## config.mk

```make
export PLATFORM = sky130hd
export DESIGN_NAME = rgmii_tx_framer_flat
export DESIGN_NICKNAME = d
export VERILOG_FILES = /design/src/rtl/rgmii_tx_framer_if.sv /design/src/rtl/rgmii_tx_framer.sv /design/src/flat_wrapper.sv
export SDC_FILE = /design/constraint.sdc
export NUM_CORES = 1
export LEC_CHECK = 0
export BUFFER_PORTS_ARGS = -buffer_cell sky130_fd_sc_hd__buf_2
export CAP_MARGIN = 20
export CELL_PAD_IN_SITES_DETAIL_PLACEMENT = 1
export CELL_PAD_IN_SITES_GLOBAL_PLACEMENT = 1
export CORE_MARGIN = 8
export CORE_UTILIZATION = 51
export CTS_BUF_LIST = sky130_fd_sc_hd__clkbuf_8
export DETAILED_ROUTE_END_ITERATION = 12
export GPL_TIMING_DRIVEN = 0
export PLACE_DENSITY_LB_ADDON = 0.05
export RECOVER_POWER = 50
export SLEW_MARGIN = 20
export SYNTH_ARGS = -nofsm -noshare
export SYNTH_HDL_FRONTEND = slang
export SYNTH_SLANG_ARGS = --single-unit
export TNS_END_PERCENT = 1
```

## constraint.sdc

```tcl
create_clock -name tx_clk -period 5.3 [get_ports tx_clk]
set_input_delay 1.06 -clock tx_clk [delete_from_list [all_inputs] [get_ports tx_clk]]
set_output_delay 1.06 -clock tx_clk [all_outputs]
set_load 0.01 [all_outputs]
```

## src/rtl/rgmii_tx_framer_if.sv

```systemverilog
// rgmii_tx_framer_if: byte-stream handshake into the RGMII transmit framer
//   s_data  : payload byte
//   s_valid : s_data valid
//   s_last  : final byte of the frame
//   s_ready : byte accepted when s_valid & s_ready
`timescale 1ns/1ps
interface rgmii_tx_framer_if;
    logic [7:0] s_data;
    logic       s_valid;
    logic       s_last;
    logic       s_ready;
    modport master (output s_data, s_valid, s_last, input s_ready);
    modport slave (input s_data, s_valid, s_last, output s_ready);
endinterface

```

## src/rtl/rgmii_tx_framer.sv

```systemverilog
// rgmii_tx_framer: Ethernet framer feeding RGMII ODDR pairs (preamble, SFD, pad, CRC-32 FCS, IFG)
//   tx_clk     : byte clock
//   tx_rst_n   : synchronous active-low reset
//   s          : byte stream slave (s_data/s_valid/s_last/s_ready)
//   txd_rise   : low nibble of the output byte, txd_fall: high nibble
//   ctl_rise   : TX_EN, ctl_fall: TX_EN ^ TX_ER
//   busy       : framer was outside IDLE when the current output byte was decided
//   frame_done : pulse with the last byte of a completed frame
//   underrun   : pulse with the error symbol of an aborted frame
//   frame_cnt  : completed frames, saturating
`timescale 1ns/1ps
module rgmii_tx_framer #(
    parameter int PREAMBLE_LEN = 7,
    parameter int MIN_FRAME    = 60,
    parameter bit PAD_EN       = 1'b1,
    parameter bit FCS_EN       = 1'b1,
    parameter int IFG_BYTES    = 12
) (
    input  logic             tx_clk,
    input  logic             tx_rst_n,
    rgmii_tx_framer_if.slave s,
    output logic [3:0]       txd_rise,
    output logic [3:0]       txd_fall,
    output logic             ctl_rise,
    output logic             ctl_fall,
    output logic             busy,
    output logic             frame_done,
    output logic             underrun,
    output logic [15:0]      frame_cnt
);
    typedef enum logic [2:0] {IDLE, PRE, SFD, DATA, PAD, FCS, IFG, DRAIN} state_t;

    localparam logic [7:0] PRE_LAST = 8'(PREAMBLE_LEN - 1);
    localparam logic [7:0] IFG_LAST = 8'(IFG_BYTES - 1);
    localparam logic [8:0] MIN_LEN  = 9'(MIN_FRAME);

    state_t      state_q, state_d;
    logic [7:0]  cnt_q, cnt_d;
    logic [7:0]  byte_cnt_q, byte_cnt_d;
    logic [31:0] crc_q, crc_d;
    logic [8:0]  byte_cnt_inc;
    logic [7:0]  byte_d, txd_q;
    logic        en_d, er_d, done_d, underrun_d;
    logic        ctl_rise_q, ctl_fall_q, busy_q, frame_done_q, underrun_q;
    logic [15:0] frame_cnt_q;

    // Reflected CRC-32 update, one byte, LSB first.
    function automatic logic [31:0] crc_byte(input logic [31:0] c, input logic [7:0] d);
        logic [31:0] r;
        r = c ^ {24'd0, d};
        for (int i = 0; i < 8; i++) r = r[0] ? (r >> 1) ^ 32'hEDB88320 : r >> 1;
        return r;
    endfunction

    // 9 bits so the comparison against MIN_FRAME cannot wrap at 255.
    assign byte_cnt_inc = {1'b0, byte_cnt_q} + 9'd1;
    assign s.s_ready    = (state_q == DATA) || (state_q == DRAIN);

    always_comb begin
        state_d    = state_q;
        cnt_d      = cnt_q;
        byte_cnt_d = byte_cnt_q;
        crc_d      = crc_q;
        byte_d     = 8'h00;
        en_d       = 1'b0;
        er_d       = 1'b0;
        done_d     = 1'b0;
        underrun_d = 1'b0;
        case (state_q)
            IDLE: if (s.s_valid) state_d = PRE;
            PRE: begin
                byte_d = 8'h55;
                en_d   = 1'b1;
                cnt_d  = cnt_q + 8'd1;
                if (cnt_q == PRE_LAST) begin
                    state_d = SFD;
                    cnt_d   = '0;
                end
            end
            SFD: begin
                byte_d  = 8'hD5;
                en_d    = 1'b1;
                state_d = DATA;
            end
            DATA: begin
                en_d = 1'b1;
                if (s.s_valid) begin
                    byte_d     = s.s_data;
                    crc_d      = crc_byte(crc_q, s.s_data);
                    byte_cnt_d = byte_cnt_inc[8] ? 8'hFF : byte_cnt_inc[7:0];
                    if (s.s_last) begin
                        if (PAD_EN && byte_cnt_inc < MIN_LEN) state_d = PAD;
                        else if (FCS_EN) state_d = FCS;
                        else begin
                            state_d = IFG;
                            done_d  = 1'b1;
                        end
                    end
                end else begin
                    // Starved mid-frame: one error symbol, then swallow the rest of the frame.
                    er_d       = 1'b1;
                    underrun_d = 1'b1;
                    state_d    = DRAIN;
                end
            end
            PAD: begin
                en_d       = 1'b1;
                crc_d      = crc_byte(crc_q, 8'h00);
                byte_cnt_d = byte_cnt_inc[8] ? 8'hFF : byte_cnt_inc[7:0];
                if (byte_cnt_inc >= MIN_LEN) begin
                    state_d = FCS_EN ? FCS : IFG;
                    done_d  = !FCS_EN;
                end
            end
            FCS: begin
                en_d   = 1'b1;
                byte_d = ~crc_q[{cnt_q[1:0], 3'b000} +: 8];
                cnt_d  = cnt_q + 8'd1;
                if (cnt_q[1:0] == 2'd3) begin
                    state_d = IFG;
                    cnt_d   = '0;
                    done_d  = 1'b1;
                end
            end
            IFG: begin
                cnt_d = cnt_q + 8'd1;
                if (cnt_q == IFG_LAST) begin
                    // A pending frame skips IDLE so the gap is exactly IFG_BYTES.
                    state_d = s.s_valid ? PRE : IDLE;
                    cnt_d   = '0;
                end
            end
            DRAIN: if (s.s_valid && s.s_last) state_d = IFG;
            default: state_d = IDLE;
        endcase
        if (state_d == PRE && state_q != PRE) begin
            cnt_d      = '0;
            byte_cnt_d = '0;
            crc_d      = '1;
        end
    end

    always_ff @(posedge tx_clk) begin
        if (!tx_rst_n) begin
            state_q      <= IDLE;
            cnt_q        <= '0;
            byte_cnt_q   <= '0;
            crc_q        <= '1;
            txd_q        <= '0;
            ctl_rise_q   <= 1'b0;
            ctl_fall_q   <= 1'b0;
            busy_q       <= 1'b0;
            frame_done_q <= 1'b0;
            underrun_q   <= 1'b0;
            frame_cnt_q  <= '0;
        end else begin
            state_q      <= state_d;
            cnt_q        <= cnt_d;
            byte_cnt_q   <= byte_cnt_d;
            crc_q        <= crc_d;
            txd_q        <= byte_d;
            ctl_rise_q   <= en_d;
            ctl_fall_q   <= en_d ^ er_d;
            busy_q       <= state_q != IDLE;
            frame_done_q <= done_d;
            underrun_q   <= underrun_d;
            if (done_d && frame_cnt_q != 16'hFFFF) frame_cnt_q <= frame_cnt_q + 16'd1;
        end
    end

    assign txd_rise   = txd_q[3:0];
    assign txd_fall   = txd_q[7:4];
    assign ctl_rise   = ctl_rise_q;
    assign ctl_fall   = ctl_fall_q;
    assign busy       = busy_q;
    assign frame_done = frame_done_q;
    assign underrun   = underrun_q;
    assign frame_cnt  = frame_cnt_q;
endmodule

```

## src/flat_wrapper.sv

```systemverilog
// flat-port wrapper written by rule: the top's interface ports become plain ports
module rgmii_tx_framer_flat 
#(
    parameter int PREAMBLE_LEN = 7,
    parameter int MIN_FRAME    = 60,
    parameter bit PAD_EN       = 1'b1,
    parameter bit FCS_EN       = 1'b1,
    parameter int IFG_BYTES    = 12
)
  (tx_clk, tx_rst_n, txd_rise, txd_fall, ctl_rise, ctl_fall, busy, frame_done, underrun, frame_cnt, s_s_data, s_s_valid, s_s_last, s_s_ready);
  rgmii_tx_framer_if s_i ();
  input  logic tx_clk;
  input  logic tx_rst_n;
  output logic [3:0] txd_rise;
  output logic [3:0] txd_fall;
  output logic ctl_rise;
  output logic ctl_fall;
  output logic busy;
  output logic frame_done;
  output logic underrun;
  output logic [15:0] frame_cnt;
  input wire logic [$bits(s_i.s_data)-1:0] s_s_data;
  input wire logic [$bits(s_i.s_valid)-1:0] s_s_valid;
  input wire logic [$bits(s_i.s_last)-1:0] s_s_last;
  output wire logic [$bits(s_i.s_ready)-1:0] s_s_ready;
  assign s_i.s_data = s_s_data;
  assign s_i.s_valid = s_s_valid;
  assign s_i.s_last = s_s_last;
  assign s_s_ready = s_i.s_ready;
  rgmii_tx_framer #(.PREAMBLE_LEN(PREAMBLE_LEN), .MIN_FRAME(MIN_FRAME), .PAD_EN(PAD_EN), .FCS_EN(FCS_EN), .IFG_BYTES(IFG_BYTES)) u_core (.tx_clk(tx_clk), .tx_rst_n(tx_rst_n), .s(s_i), .txd_rise(txd_rise), .txd_fall(txd_fall), .ctl_rise(ctl_rise), .ctl_fall(ctl_fall), .busy(busy), .frame_done(frame_done), .underrun(underrun), .frame_cnt(frame_cnt));
endmodule
```

==> key figures <==
Status
  • Status: complete, no violations

Timing
  • Skew final: 9.93 ps
  • Final Critical Period: 3190 ps
  • Final Hold Violating Endpoints: 0
  • Fmax: 0.313 GHz
  • RSZ-0062 raised after global routing: false
  • Measured slew at the worst slew-check pin: between 800 and 900 ps
  • Rel. slew slack: 40.6%
  • Final setup vio count: 0
  • Final TNS setup: 0 ps
  • Fin crit share: 60.2%
  • Pins Over Slew Limit: 0

Final layout
  • Diode count: 0
  • Final nets: 679
  • Area Growth Syn to Fin: 8.90%
  • Final Instance Area: 5680 um2
  • Share of post-route cells with drive strength above 1: 7.37%
  • Filler Cells Inserted: 1263

Synth
  • Synth cell types: 66
  • Multiplexer share of the synthesized area: 4.05%
  • Synth Register Bits: 80
  • Count leader, synth: xnor2_1
  • Synth Area in XOR/XNOR: between 20% and 30%
  • Top post-synthesis cells by count: xnor2_1 (94), dfxtp_1 (80), nor2_1 (62)
  • Syn avg cell area: 8.44 um2
  • Synth Area in Simple Gates: 17.6%
  • Adder-Cell Fraction of Synth Area: 1.44%
  • Syn Nets: 636
  • Yosys top cell area share: between 30% and 40%
  • Top_reg_cell synth: dfxtp_1
  • Main area contributors after synthesis: dfxtp_1 (31%), xnor2_1 (16%), xor2_1 (8.2%)
  • Sequential area share after synthesis: 30.7%
  • Ys async rst share: 0%
  • Post-synth EDFFs: 0
  • Main combinational cell family by area after synthesis: XOR/XNOR gates
  • Yosys top cell by area: dfxtp_1
  • Yosys Warn Count: 0
  • Synth Area in Compound Gates: roughly 16%
  • Synthesized area: 5220 um2
  • Post-synthesis cell count: 618

Global routing
  • Initial antenna violation count: 0
  • First-pass GRT wire length: 26.8 mm
  • Total GRT Usage: 26.1%
  • Number of global-route vias before repair: approximately 4900
  • Total grt overflow: 0
  • Largest net degree at the start of global routing: 13

Routing
  • WL final: 17.1 mm
  • Drt wl/cell: 21.3 um
  • Vias: between 4000 and 5000
  • DRT Pass-1 Iters: 5
  • Post-DRT Antenna Nets: 0
  • # DRC: 0
  • Vias/cell: 6.07
  • 1st-iter DRT viols: 360

Placed design
  • Dpl cell area: 5550 um2
  • Post-DP HPWL: 12.4 mm
  • Routability Congestion: 0.914
  • Number of port buffers: 32

Floorplan
  • Die area: 13700 um2
  • Die W: 117 um
  • IO Pins: 42
  • Starting Density: between 50% and 60%
  • Core region area: 10100 um2
  • Row count: 37
  • Die height: 117 um

Clocking
  • CTS HTree Levels: 3
  • Clock sinks: 80
  • TritonCTS Buffers: 9
  • CTS root buf: clkbuf_8
  • Max Buffers Root-to-Sink: 2
  • CTS tree: yes
  • Clock latency on the worst-skew pair: roughly 380 ps
  • Setup Fix Bufs, Post-CTS: 0
  • Cts hold-fix bufs: 0
  • CTS resizes: 0
  • Reg clk slew, reported paths: about 80 ps

Setup path
  • Setup crit end kind: register
  • Critical Path Fanout Max: 10
  • CP required: 5590 ps
  • CP arrival: 3480 ps
  • Critical path class: in2reg
  • CP startpoint kind: input pin

Power and ir drop
  • Internal power: approximately 870 uW
  • Switching Share: 28.8%
  • Power per cell area: between 200 and 250 nW/um2
  • Max VDD drop: ~0.00018 V
  • P_leak: 0.00196 uW
  • Part of the power in combinational logic: 15.4%
  • Net Switching: 352 uW
  • Sequential share of power: 49.7%
  • Power share of the clock group: roughly a third

Job
  • Max Cap Violations: 0

Min path
  • Hold WC Path Type: reg2reg
## layout by cell type (no fill, tap or decap), types with 7 or more instances in the layout
cell	Yosys	routed
a21oi_1	18	18
a22oi_1	7	7
buf_2	8	10
clkbuf_1	30	61
clkbuf_8	0	11
dfxtp_1	80	80
inv_1	11	11
mux4_2	8	8
nand2_1	56	56
nand3_1	20	20
nor2_1	62	62
nor3_1	12	12
o211ai_1	18	18
o21ai_0	29	29
o22ai_1	9	9
or3_1	7	7
xnor2_1	94	94
xor2_1	49	49
## cell families after synthesis
group	count (synthesis)
and+or+nand+nor	193
xor gates and xnor gates	147
AOI/OAI and AO/OA	125
DFF	80
buffers and inverters	56
muxes	11
adders and majority gates	6
## stage by stage
stage | utilization, % | hold slack (ps) | power [uW] | cells | setup slack [ps]
2_1_floorplan | - | 456 | 761 | 618 | 2450
3_3_place_gp | 54.7 | 473 | 799 | 786 | 1890
3_5_place_dp | 54.7 | 493 | 804 | 786 | 1870
4_1_cts | 56.4 | 505 | 1230 | 801 | 2230
5_1_grt | 56.0 | 541 | 1260 | 801 | 2050
6_report | 56.0 | 498 | 1220 | 801 | 2110
## power groups by stage
stage                     Combinational, uW  Clock, uW  Sequential, uW
final                                   188        426             607
after global routing                    198        455             607
after CTS                               185        439             606
after detailed placement                184          0             621
after global placement                  179          0             621
after floorplan                         139          0             621
## per-layer routing
| metal | GRT usage [%] | share of wire (%) |
|---|---|---|
| met5 | 0 | 0 |
| met4 | 11.8 | 3.7 |
| met3 | 6.05 | 6.0 |
| met2 | 44.5 | 49 |
| met1 | 30.6 | 42 |
## critical path, stage by stage
cell	delay (ps)
clkbuf_1	200
and4b_1	270
clkbuf_1	170
nor2_1	460
clkbuf_1	530
clkbuf_1	470
a22oi_1	180
o211ai_1	140
## path summary, 6_finish.rpt
check	from	to	slack, ps	cells past startpoint
setup / recovery	s_s_valid	u_core.crc_q[26]	2110	8
setup reg to reg	u_core.state_q[1]	u_core.crc_q[26]	2180	8
hold / removal	u_core.byte_cnt_q[5]	u_core.byte_cnt_q[5]	500	2
hold reg to reg	u_core.byte_cnt_q[5]	u_core.byte_cnt_q[5]	500	2
## sequential cells by signal, summed over array words and instances, names as in the netlist
name,flops
u_core.ctl_fall,1
u_core.busy,1
u_core.cnt_q,8
u_core.state_q,3
u_core.frame_done,1
u_core.crc_q,32
u_core.underrun,1
u_core.frame_cnt,16
u_core.txd_q,8
u_core.byte_cnt_q,8
u_core.ctl_rise,1
## area by class of cell
class | instances | area (um2) | area share [%]
buffer | 44 | 194 | 3.41
clock buffer | 11 | 151 | 2.67
clock inverter | 4 | 20.0 | 0.353
inverter | 12 | 45.0 | 0.793
multi-input combinational | 482 | 3370 | 59.4
sequential | 80 | 1600 | 28.2
tap | 136 | 170 | 3.00
timing repair buffer | 32 | 123 | 2.16
Note: power is estimated with default switching activity, not from simulation.
